`config.mk`:
```
export PLATFORM = sky130hd
export DESIGN_NAME = clk_gate_arbiter_flat
export DESIGN_NICKNAME = d
export VERILOG_FILES = /design/src/rtl/clk_gate_arbiter_if.sv /design/src/rtl/clk_gate_arbiter.sv /design/src/flat_wrapper.sv
export SDC_FILE = /design/constraint.sdc
export NUM_CORES = 1
export LEC_CHECK = 0
export CORE_MARGIN = 4
export CORE_UTILIZATION = 55
export DETAILED_ROUTE_END_ITERATION = 10
export PLACE_DENSITY = 0.8
export REMOVE_ABC_BUFFERS = 1
export SLEW_MARGIN = 40
export SYNTH_ARGS = -nofsm -noshare
export SYNTH_HDL_FRONTEND = slang
export SYNTH_SLANG_ARGS = --single-unit
```
`constraint.sdc`:
```
create_clock -name clk -period 5.21 [get_ports clk]
set_clock_uncertainty 0.1 [all_clocks]
set_input_delay 1.042 -clock clk [delete_from_list [all_inputs] [get_ports clk]]
set_output_delay 1.042 -clock clk [all_outputs]
set_load 0.05 [all_outputs]
```
`src/rtl/clk_gate_arbiter_if.sv`:
```
// Activation-side bundle for clk_gate_arbiter: per-core requests/finish pulses in,
// per-core clock, reset and status out.
interface clk_gate_arbiter_if #(
   parameter int unsigned N_CH  = 4,
   parameter int unsigned CNT_W = $clog2(N_CH + 1)
) ();
   logic [N_CH-1:0]  req;
   logic [N_CH-1:0]  fin;
   logic [N_CH-1:0]  clk_gated;
   logic [N_CH-1:0]  clk_en;
   logic [N_CH-1:0]  res_n_gated;
   logic [N_CH-1:0]  grant;
   logic [N_CH-1:0]  busy;
   logic [CNT_W-1:0] active_cnt;

   modport master (
      output req, fin,
      input  clk_gated, clk_en, res_n_gated, grant, busy, active_cnt
   );

   modport slave (
      input  req, fin,
      output clk_gated, clk_en, res_n_gated, grant, busy, active_cnt
   );
endinterface

```
`src/rtl/clk_gate_arbiter.sv`:
```
// Per-core clock gating with sequenced reset release, drain-before-gate and round-robin
// admission capped at MAX_ACTIVE concurrently clocked cores.
module clk_gate_arbiter #(
   parameter int unsigned N_CH         = 4,
   parameter int unsigned MAX_ACTIVE   = 4,
   parameter int unsigned RST_CYCLES   = 4,
   parameter int unsigned DRAIN_CYCLES = 2,
   parameter int unsigned CNT_W        = $clog2(N_CH + 1)
) (
   input logic               clk,
   input logic               res_n,
   clk_gate_arbiter_if.slave bus
);

   localparam logic [2:0] ST_IDLE  = 3'd0;
   localparam logic [2:0] ST_PEND  = 3'd1;
   localparam logic [2:0] ST_RST   = 3'd2;
   localparam logic [2:0] ST_RUN   = 3'd3;
   localparam logic [2:0] ST_DRAIN = 3'd4;

   // The grant cycle counts as the first reset cycle, so RST itself lasts RST_CYCLES-1
   // (minimum one) and res_n_gated rises RST_CYCLES cycles after the grant.
   localparam int unsigned RST_LOAD   = (RST_CYCLES > 2) ? RST_CYCLES - 2 : 0;
   localparam int unsigned DRAIN_LOAD = DRAIN_CYCLES - 1;
   localparam int unsigned TMR_MAX    = (RST_LOAD > DRAIN_LOAD) ? RST_LOAD : DRAIN_LOAD;
   localparam int unsigned TMR_W      = (TMR_MAX > 1) ? $clog2(TMR_MAX + 1) : 1;
   localparam int unsigned PTR_W      = (N_CH > 1) ? $clog2(N_CH) : 1;
   localparam int unsigned SUM_W      = PTR_W + 1;

   localparam logic [TMR_W-1:0] RST_LOAD_T   = TMR_W'(RST_LOAD);
   localparam logic [TMR_W-1:0] DRAIN_LOAD_T = TMR_W'(DRAIN_LOAD);

   logic [N_CH-1:0][2:0]       state_q, state_d;
   logic [N_CH-1:0][TMR_W-1:0] tmr_q, tmr_d;
   logic [PTR_W-1:0]           rr_q, rr_d;
   logic [CNT_W-1:0]           active_cnt_q, active_cnt_d;
   logic [N_CH-1:0]            clk_en_q, res_n_gated_q, busy_q;
   logic [N_CH-1:0]            busy_d, rel_d;
   logic [N_CH-1:0]            elig, grant_c;
   logic                       gnt_vld;
   logic [PTR_W-1:0]           gnt_idx, cand;
   logic [SUM_W-1:0]           sum;
   logic [N_CH-1:0]            en_lat;

   // Round-robin search over PEND channels still requesting, gated by the registered count.
   always_comb begin
      elig    = '0;
      gnt_vld = 1'b0;
      gnt_idx = '0;
      sum     = '0;
      cand    = '0;
      for (int unsigned i = 0; i < N_CH; i++) begin
         elig[i] = (state_q[i] == ST_PEND) && bus.req[i];
      end
      if (32'(active_cnt_q) < MAX_ACTIVE) begin
         for (int unsigned k = 0; k < N_CH; k++) begin
            sum  = {1'b0, rr_q} + SUM_W'(k);
            cand = (sum >= SUM_W'(N_CH)) ? PTR_W'(sum - SUM_W'(N_CH)) : sum[PTR_W-1:0];
            if (!gnt_vld && elig[cand]) begin
               gnt_vld = 1'b1;
               gnt_idx = cand;
            end
         end
      end
      grant_c = gnt_vld ? (N_CH'(1) << gnt_idx) : '0;
      rr_d    = rr_q;
      if (gnt_vld) begin
         rr_d = (gnt_idx == PTR_W'(N_CH - 1)) ? '0 : gnt_idx + PTR_W'(1);
      end
   end

   always_comb begin
      state_d      = state_q;
      tmr_d        = tmr_q;
      busy_d       = '0;
      rel_d        = '0;
      active_cnt_d = '0;
      for (int unsigned i = 0; i < N_CH; i++) begin
         case (state_q[i])
            ST_IDLE: begin
               if (bus.req[i]) state_d[i] = ST_PEND;
            end
            ST_PEND: begin
               if (!bus.req[i]) begin
                  state_d[i] = ST_IDLE;
               end else if (grant_c[i]) begin
                  state_d[i] = ST_RST;
                  tmr_d[i]   = RST_LOAD_T;
               end
            end
            ST_RST: begin
               if (tmr_q[i] == '0) state_d[i] = ST_RUN;
               else                tmr_d[i]   = tmr_q[i] - TMR_W'(1);
            end
            ST_RUN: begin
               if (bus.fin[i] || !bus.req[i]) begin
                  state_d[i] = ST_DRAIN;
                  tmr_d[i]   = DRAIN_LOAD_T;
               end
            end
            ST_DRAIN: begin
               if (tmr_q[i] == '0) state_d[i] = ST_IDLE;
               else                tmr_d[i]   = tmr_q[i] - TMR_W'(1);
            end
            default: state_d[i] = ST_IDLE;
         endcase
         busy_d[i]    = (state_d[i] == ST_RST) || (state_d[i] == ST_RUN) ||
                        (state_d[i] == ST_DRAIN);
         rel_d[i]     = (state_d[i] == ST_RUN) || (state_d[i] == ST_DRAIN);
         active_cnt_d = active_cnt_d + CNT_W'(busy_d[i]);
      end
   end

   always_ff @(posedge clk or negedge res_n) begin
      if (!res_n) begin
         state_q       <= '0;
         tmr_q         <= '0;
         rr_q          <= '0;
         active_cnt_q  <= '0;
         clk_en_q      <= '0;
         res_n_gated_q <= '0;
         busy_q        <= '0;
      end else begin
         state_q       <= state_d;
         tmr_q         <= tmr_d;
         rr_q          <= rr_d;
         active_cnt_q  <= active_cnt_d;
         clk_en_q      <= busy_d;
         res_n_gated_q <= rel_d;
         busy_q        <= busy_d;
      end
   end

   // Enable latch is transparent only while clk is low, so the gated high phase is never cut.
   always_latch begin
      if (!res_n) begin
         en_lat = '0;
      end else if (!clk) begin
         en_lat = clk_en_q;
      end
   end

   assign bus.clk_gated   = {N_CH{clk}} & en_lat;
   assign bus.clk_en      = clk_en_q;
   assign bus.res_n_gated = res_n_gated_q;
   assign bus.busy        = busy_q;
   assign bus.active_cnt  = active_cnt_q;
   assign bus.grant       = grant_c;

endmodule

```
`src/flat_wrapper.sv`:
```
// flat-port wrapper written by rule: the top's interface ports become plain ports
module clk_gate_arbiter_flat 
#(
   parameter int unsigned N_CH         = 4,
   parameter int unsigned MAX_ACTIVE   = 4,
   parameter int unsigned RST_CYCLES   = 4,
   parameter int unsigned DRAIN_CYCLES = 2,
   parameter int unsigned CNT_W        = $clog2(N_CH + 1)
)
  (clk, res_n, bus_req, bus_fin, bus_clk_gated, bus_clk_en, bus_res_n_gated, bus_grant, bus_busy, bus_active_cnt);
  clk_gate_arbiter_if #(.N_CH(N_CH), .CNT_W(CNT_W)) bus_i ();
  input logic clk;
  input logic res_n;
  input wire logic [$bits(bus_i.req)-1:0] bus_req;
  input wire logic [$bits(bus_i.fin)-1:0] bus_fin;
  output wire logic [$bits(bus_i.clk_gated)-1:0] bus_clk_gated;
  output wire logic [$bits(bus_i.clk_en)-1:0] bus_clk_en;
  output wire logic [$bits(bus_i.res_n_gated)-1:0] bus_res_n_gated;
  output wire logic [$bits(bus_i.grant)-1:0] bus_grant;
  output wire logic [$bits(bus_i.busy)-1:0] bus_busy;
  output wire logic [$bits(bus_i.active_cnt)-1:0] bus_active_cnt;
  assign bus_i.req = bus_req;
  assign bus_i.fin = bus_fin;
  assign bus_clk_gated = bus_i.clk_gated;
  assign bus_clk_en = bus_i.clk_en;
  assign bus_res_n_gated = bus_i.res_n_gated;
  assign bus_grant = bus_i.grant;
  assign bus_busy = bus_i.busy;
  assign bus_active_cnt = bus_i.active_cnt;
  clk_gate_arbiter #(.N_CH(N_CH), .MAX_ACTIVE(MAX_ACTIVE), .RST_CYCLES(RST_CYCLES), .DRAIN_CYCLES(DRAIN_CYCLES), .CNT_W(CNT_W)) u_core (.clk(clk), .res_n(res_n), .bus(bus_i));
endmodule
```
# Word-level counts from Yosys, hierarchy flattened
# Cells that the tools add are included.
# classes
n_addsub	15
mul	0
div_mod_pow	0
magnitude_cmp	9
n_eq_ne	45
shifts	1
muxes	79
bitwise	1
reduce_logical	50
# ops
op	count
two-way mux 3 bit	24
one-hot mux 3 bit (5 select lines)	4
two-way mux 2 bit	26
equality test 3 x 2 -> 1 bit (second input constant)	16
equality test 3 bit (second input constant)	8
!= test 2 bit (second input constant)	12
one-hot mux 2 bit (3 select lines)	4
two-way mux 4 bit	5
AND reduction 5 bit	4
logical OR 1 bit	16
subtractor 2 x 1 -> 2 bit (second input constant)	8
equality test 3 x 1 -> 1 bit (second input constant)	4
logical NOT 3 bit	4
less-than comparator 2 x 3 -> 1 bit (second input constant)	4
two-way mux 1 bit	12
nonzero test 3 bit	4
>= comparator 3 bit (second input constant)	3
binary-select mux 1 bit (select 2 bit)	4
logical NOT 2 bit	4
!= test 2 x 1 -> 1 bit (second input constant)	4
OR reduction 2 bit	4
logical AND 1 bit	7
logical NOT 1 bit	7
adder 2 x 2 -> 3 bit (second input constant)	2
9 further kinds	10
# word_totals
regBits	33
latch_bits	4
ramBits	0
romBits	0
inputBits	10
out_inout_bits	23
elab_cells	216
mem_count	0

# Logic depth before layout (Yosys ltp)
# depth
ltp_word	29
ltp_mapped	16
ltp_nobuf	14

==> flow_summary.json <==
{
  "regArea_um2": 885.9,
  "synth.top_cell.area_share": 0.3483,
  "vias_per_cell": 5.752,
  "worst_ep_required_time_ps": 4070,
  "rr_startpoint": "u_core.state_q[2]",
  "first_pass_iters": 4,
  "grt_pass1_wl_mm": 9.073,
  "ys_seq_elements": 37,
  "cp-startpoint": "u_core.en_lat[0]",
  "drc": 0,
  "path_class": "latch2out",
  "syn_inst": 252,
  "drv_cap": 0,
  "wl_per_cell_um": 15.08,
  "post_synth_xor_area_fraction": 0,
  "dp_hpwl_mm": 3.545,
  "slowest_delay_ps": 370,
  "dp.cells": 327,
  "gp_congestion": 0.8841,
  "synth-simple-area-share": 0.2697,
  "crit_chain": "and2_1 > clkdlybuf4s15_2",
  "p_leak_nw": 1.462,
  "gr-total-overflow": 0,
  "syn_area_per_cell_um2": 9.409,
  "max_slew_margin": 0.6567,
  "post_cts_buffers": 0,
  "hold_violations": 0,
  "rows": 23,
  "grt_max_degree": 19,
  "start_util": 0.5802,
  "vias": 2042,
  "die-area_mm2": 0.005425,
  "syn_to_final_growth_pct": 29.50,
  "hp-class": "in2gate",
  "numPortBuffers": 32,
  "worst_pin_slew_ps": 513.4,
  "drive_above_1_share": 0.2033,
  "ant_nets": 0,
  "synth_adder_area_share": 0.06121,
  "syn-cell-area_mm2": 0.002371,
  "grt_usage": 0.2441,
  "setup_viol": 0,
  "synth_top_family_by_area": "simple AND/OR/NAND/NOR gates",
  "ys.flop_type": "dfrtp_1",
  "r2r_end": "u_core.bus.active_cnt[1]",
  "cts_tree": "built",
  "synthArstFlopShare": 0.8919,
  "rsz0062_at_grt": "false",
  "reg2reg_depth": 14,
  "yosys.cell_count.top_type": "dfrtp_1",
  "synth_compound_area_frac": 0.1884,
  "crit_path_end_kind": "primary output",
  "die_h_um": 73.66,
  "slew_violations": 0,
  "synth_warnings": 0,
  "initialDrtViolationCount": 85,
  "r2r_setup_slack_ps": 1250,
  "routed_wl_mm": 5.353,
  "arrival_ps": 3980,
  "nFillCells": 301,
  "peakVddDrop_mv": 0.4205,
  "ios": 33,
  "critical_path.slowest_cell": "clkdlybuf4s15_2",
  "worst_skew_pair.late_latency_ps": 500,
  "antenna_found_initial": 0,
  "p_per_area_mw_per_mm2": 722.1,
  "setup_tns_ps": 0,
  "status": "complete, no violations",
  "yosys-top-cells-count": "dfrtp_1 (33), inv_1 (21), o21ai_0 (20), nor2_1 (15), nand2b_1 (11)",
  "whs_ps": 25.15,
  "cp-start-kind": "latch",
  "muxShareOfSynthArea": 0.03377,
  "endpoint": "bus_clk_gated[0]",
  "chipWidth_um": 73.66,
  "multi_input_area_mm2": 0.001311,
  "synth_edf_count": 0,
  "synth_top_area_cell": "dfrtp_1",
  "layout.nets": 325,
  "core_mm2": 0.004086,
  "n_antenna_cell": 0,
  "grt_pass1_vias": 2042,
  "yosysUniqueCellTypes": 61,
  "synthTopCellsByArea": "dfrtp_1 (35%), ha_1 (5.3%), o21ai_0 (4.2%), inv_1 (3.3%), nand2b_1 (2.9%)",
  "path_max_fanout": 1,
  "path_clk_slew_ps": 30,
  "final_cells": 355
}
-- report_power, final --
part           switching (mW)  internal, mW
Sequential              0.134         0.381
Combinational           0.635         0.480
Clock                   0.196         0.391
-- registers in the layout, summed over array words and instances, names as in the netlist --
name,flops
u_core.state_q,12
u_core.tmr_q,8
u_core.bus.clk_en,4
u_core.bus.res_n_gated,4
u_core.en_lat,4
u_core.bus.active_cnt,3
u_core.rr_q,2
-- per-stage QoR --
stage	worst slack [ps]	util	instance area [um^2]	power, mW
after floorplan	762.4	-	2276	1.350
after global placement	278.0	0.6617	2704	1.637
after detailed placement	192.3	0.6617	2704	1.664
after CTS	60.01	0.7508	3068	2.235
after global routing	15.11	0.7514	3070	2.398
final	83.49	0.7514	3070	2.217
-- how the worst min path moves through the flow --
stage	startpoint	endpoint	slack, ps	cells past startpoint
2_1_floorplan	res_n	clock gate	-1660	0
3_3_place_gp	res_n	clock gate	-1020	1
3_5_place_dp	res_n	clock gate	-1010	1
4_1_cts	res_n	clock gate	0.7	3
5_1_grt	res_n	clock gate	120	3
6_report	res_n	clock gate	30	3
-- final cells by class --
cell class / count / share of cell area
Timing Repair Buffer: 37 / 0.1133
Sequential cell: 37 / 0.2885
Inverter: 21 / 0.02567
Clock buffer: 30 / 0.1251
Multi-Input combinational cell: 180 / 0.4271
Tap cell: 50 / 0.02037
-- critical path, delay by kind of cell, from the launching register on --
family / cells / cell delay (ps)
simple gates: 1 / 130
latches: 1 / 300
buf+inv: 1 / 370
-- cells in the final DEF, fill, tap and decap left out, types with 3 or more instances in the layout --
cell	n
a211oi_1	4
a21o_1	4
a21oi_1	9
and2_1	10
and4bb_2	4
buf_4	10
clkbuf_8	24
clkdlybuf4s15_2	4
clkdlybuf4s50_1	24
dfrtp_1	33
dlxtp_1	4
ha_1	10
inv_1	21
mux2_2	3
nand2_1	6
nand2b_1	11
nand3_1	6
nand3b_1	5
nand4bb_1	3
nor2_1	15
nor2b_1	9
o211ai_1	3
o21ai_0	20
o22ai_1	3
or2_2	6
or3b_1	3
-- kinds of logic (layout without fill, tap and decap cells) --
| kind of cell | Yosys count | after routing |
|---|---|---|
| AND/OR/NAND/NOR | 97 | 97 |
| AO/OA/AOI/OAI | 65 | 65 |
| buffers and inverters | 35 | 88 |
| flip-flops | 33 | 33 |
| adder cells (fa/ha/maj) | 11 | 11 |
| multiplexers | 7 | 7 |
| latches | 4 | 4 |
-- per-layer routing --
metal | part of all wire | GRT usage | vias to the layer above
met5 | 0 | 0 | -
met4 | 0.029 | 0.2575 | 0
met3 | 0.063 | 0.1245 | 16
met2 | 0.46 | 0.3120 | 60
met1 | 0.44 | 0.2754 | 962
li1 | - | - | 1004
-- repair_timing --
item / CTS / global route
hold buffers: 2 / 0
hold endpoints to repair: 1 / 0
resized for setup: 12 / 1
pin swaps: 0 / 0
setup endpoints to repair: 8 / 1
Power figures use the tool's default switching activity.
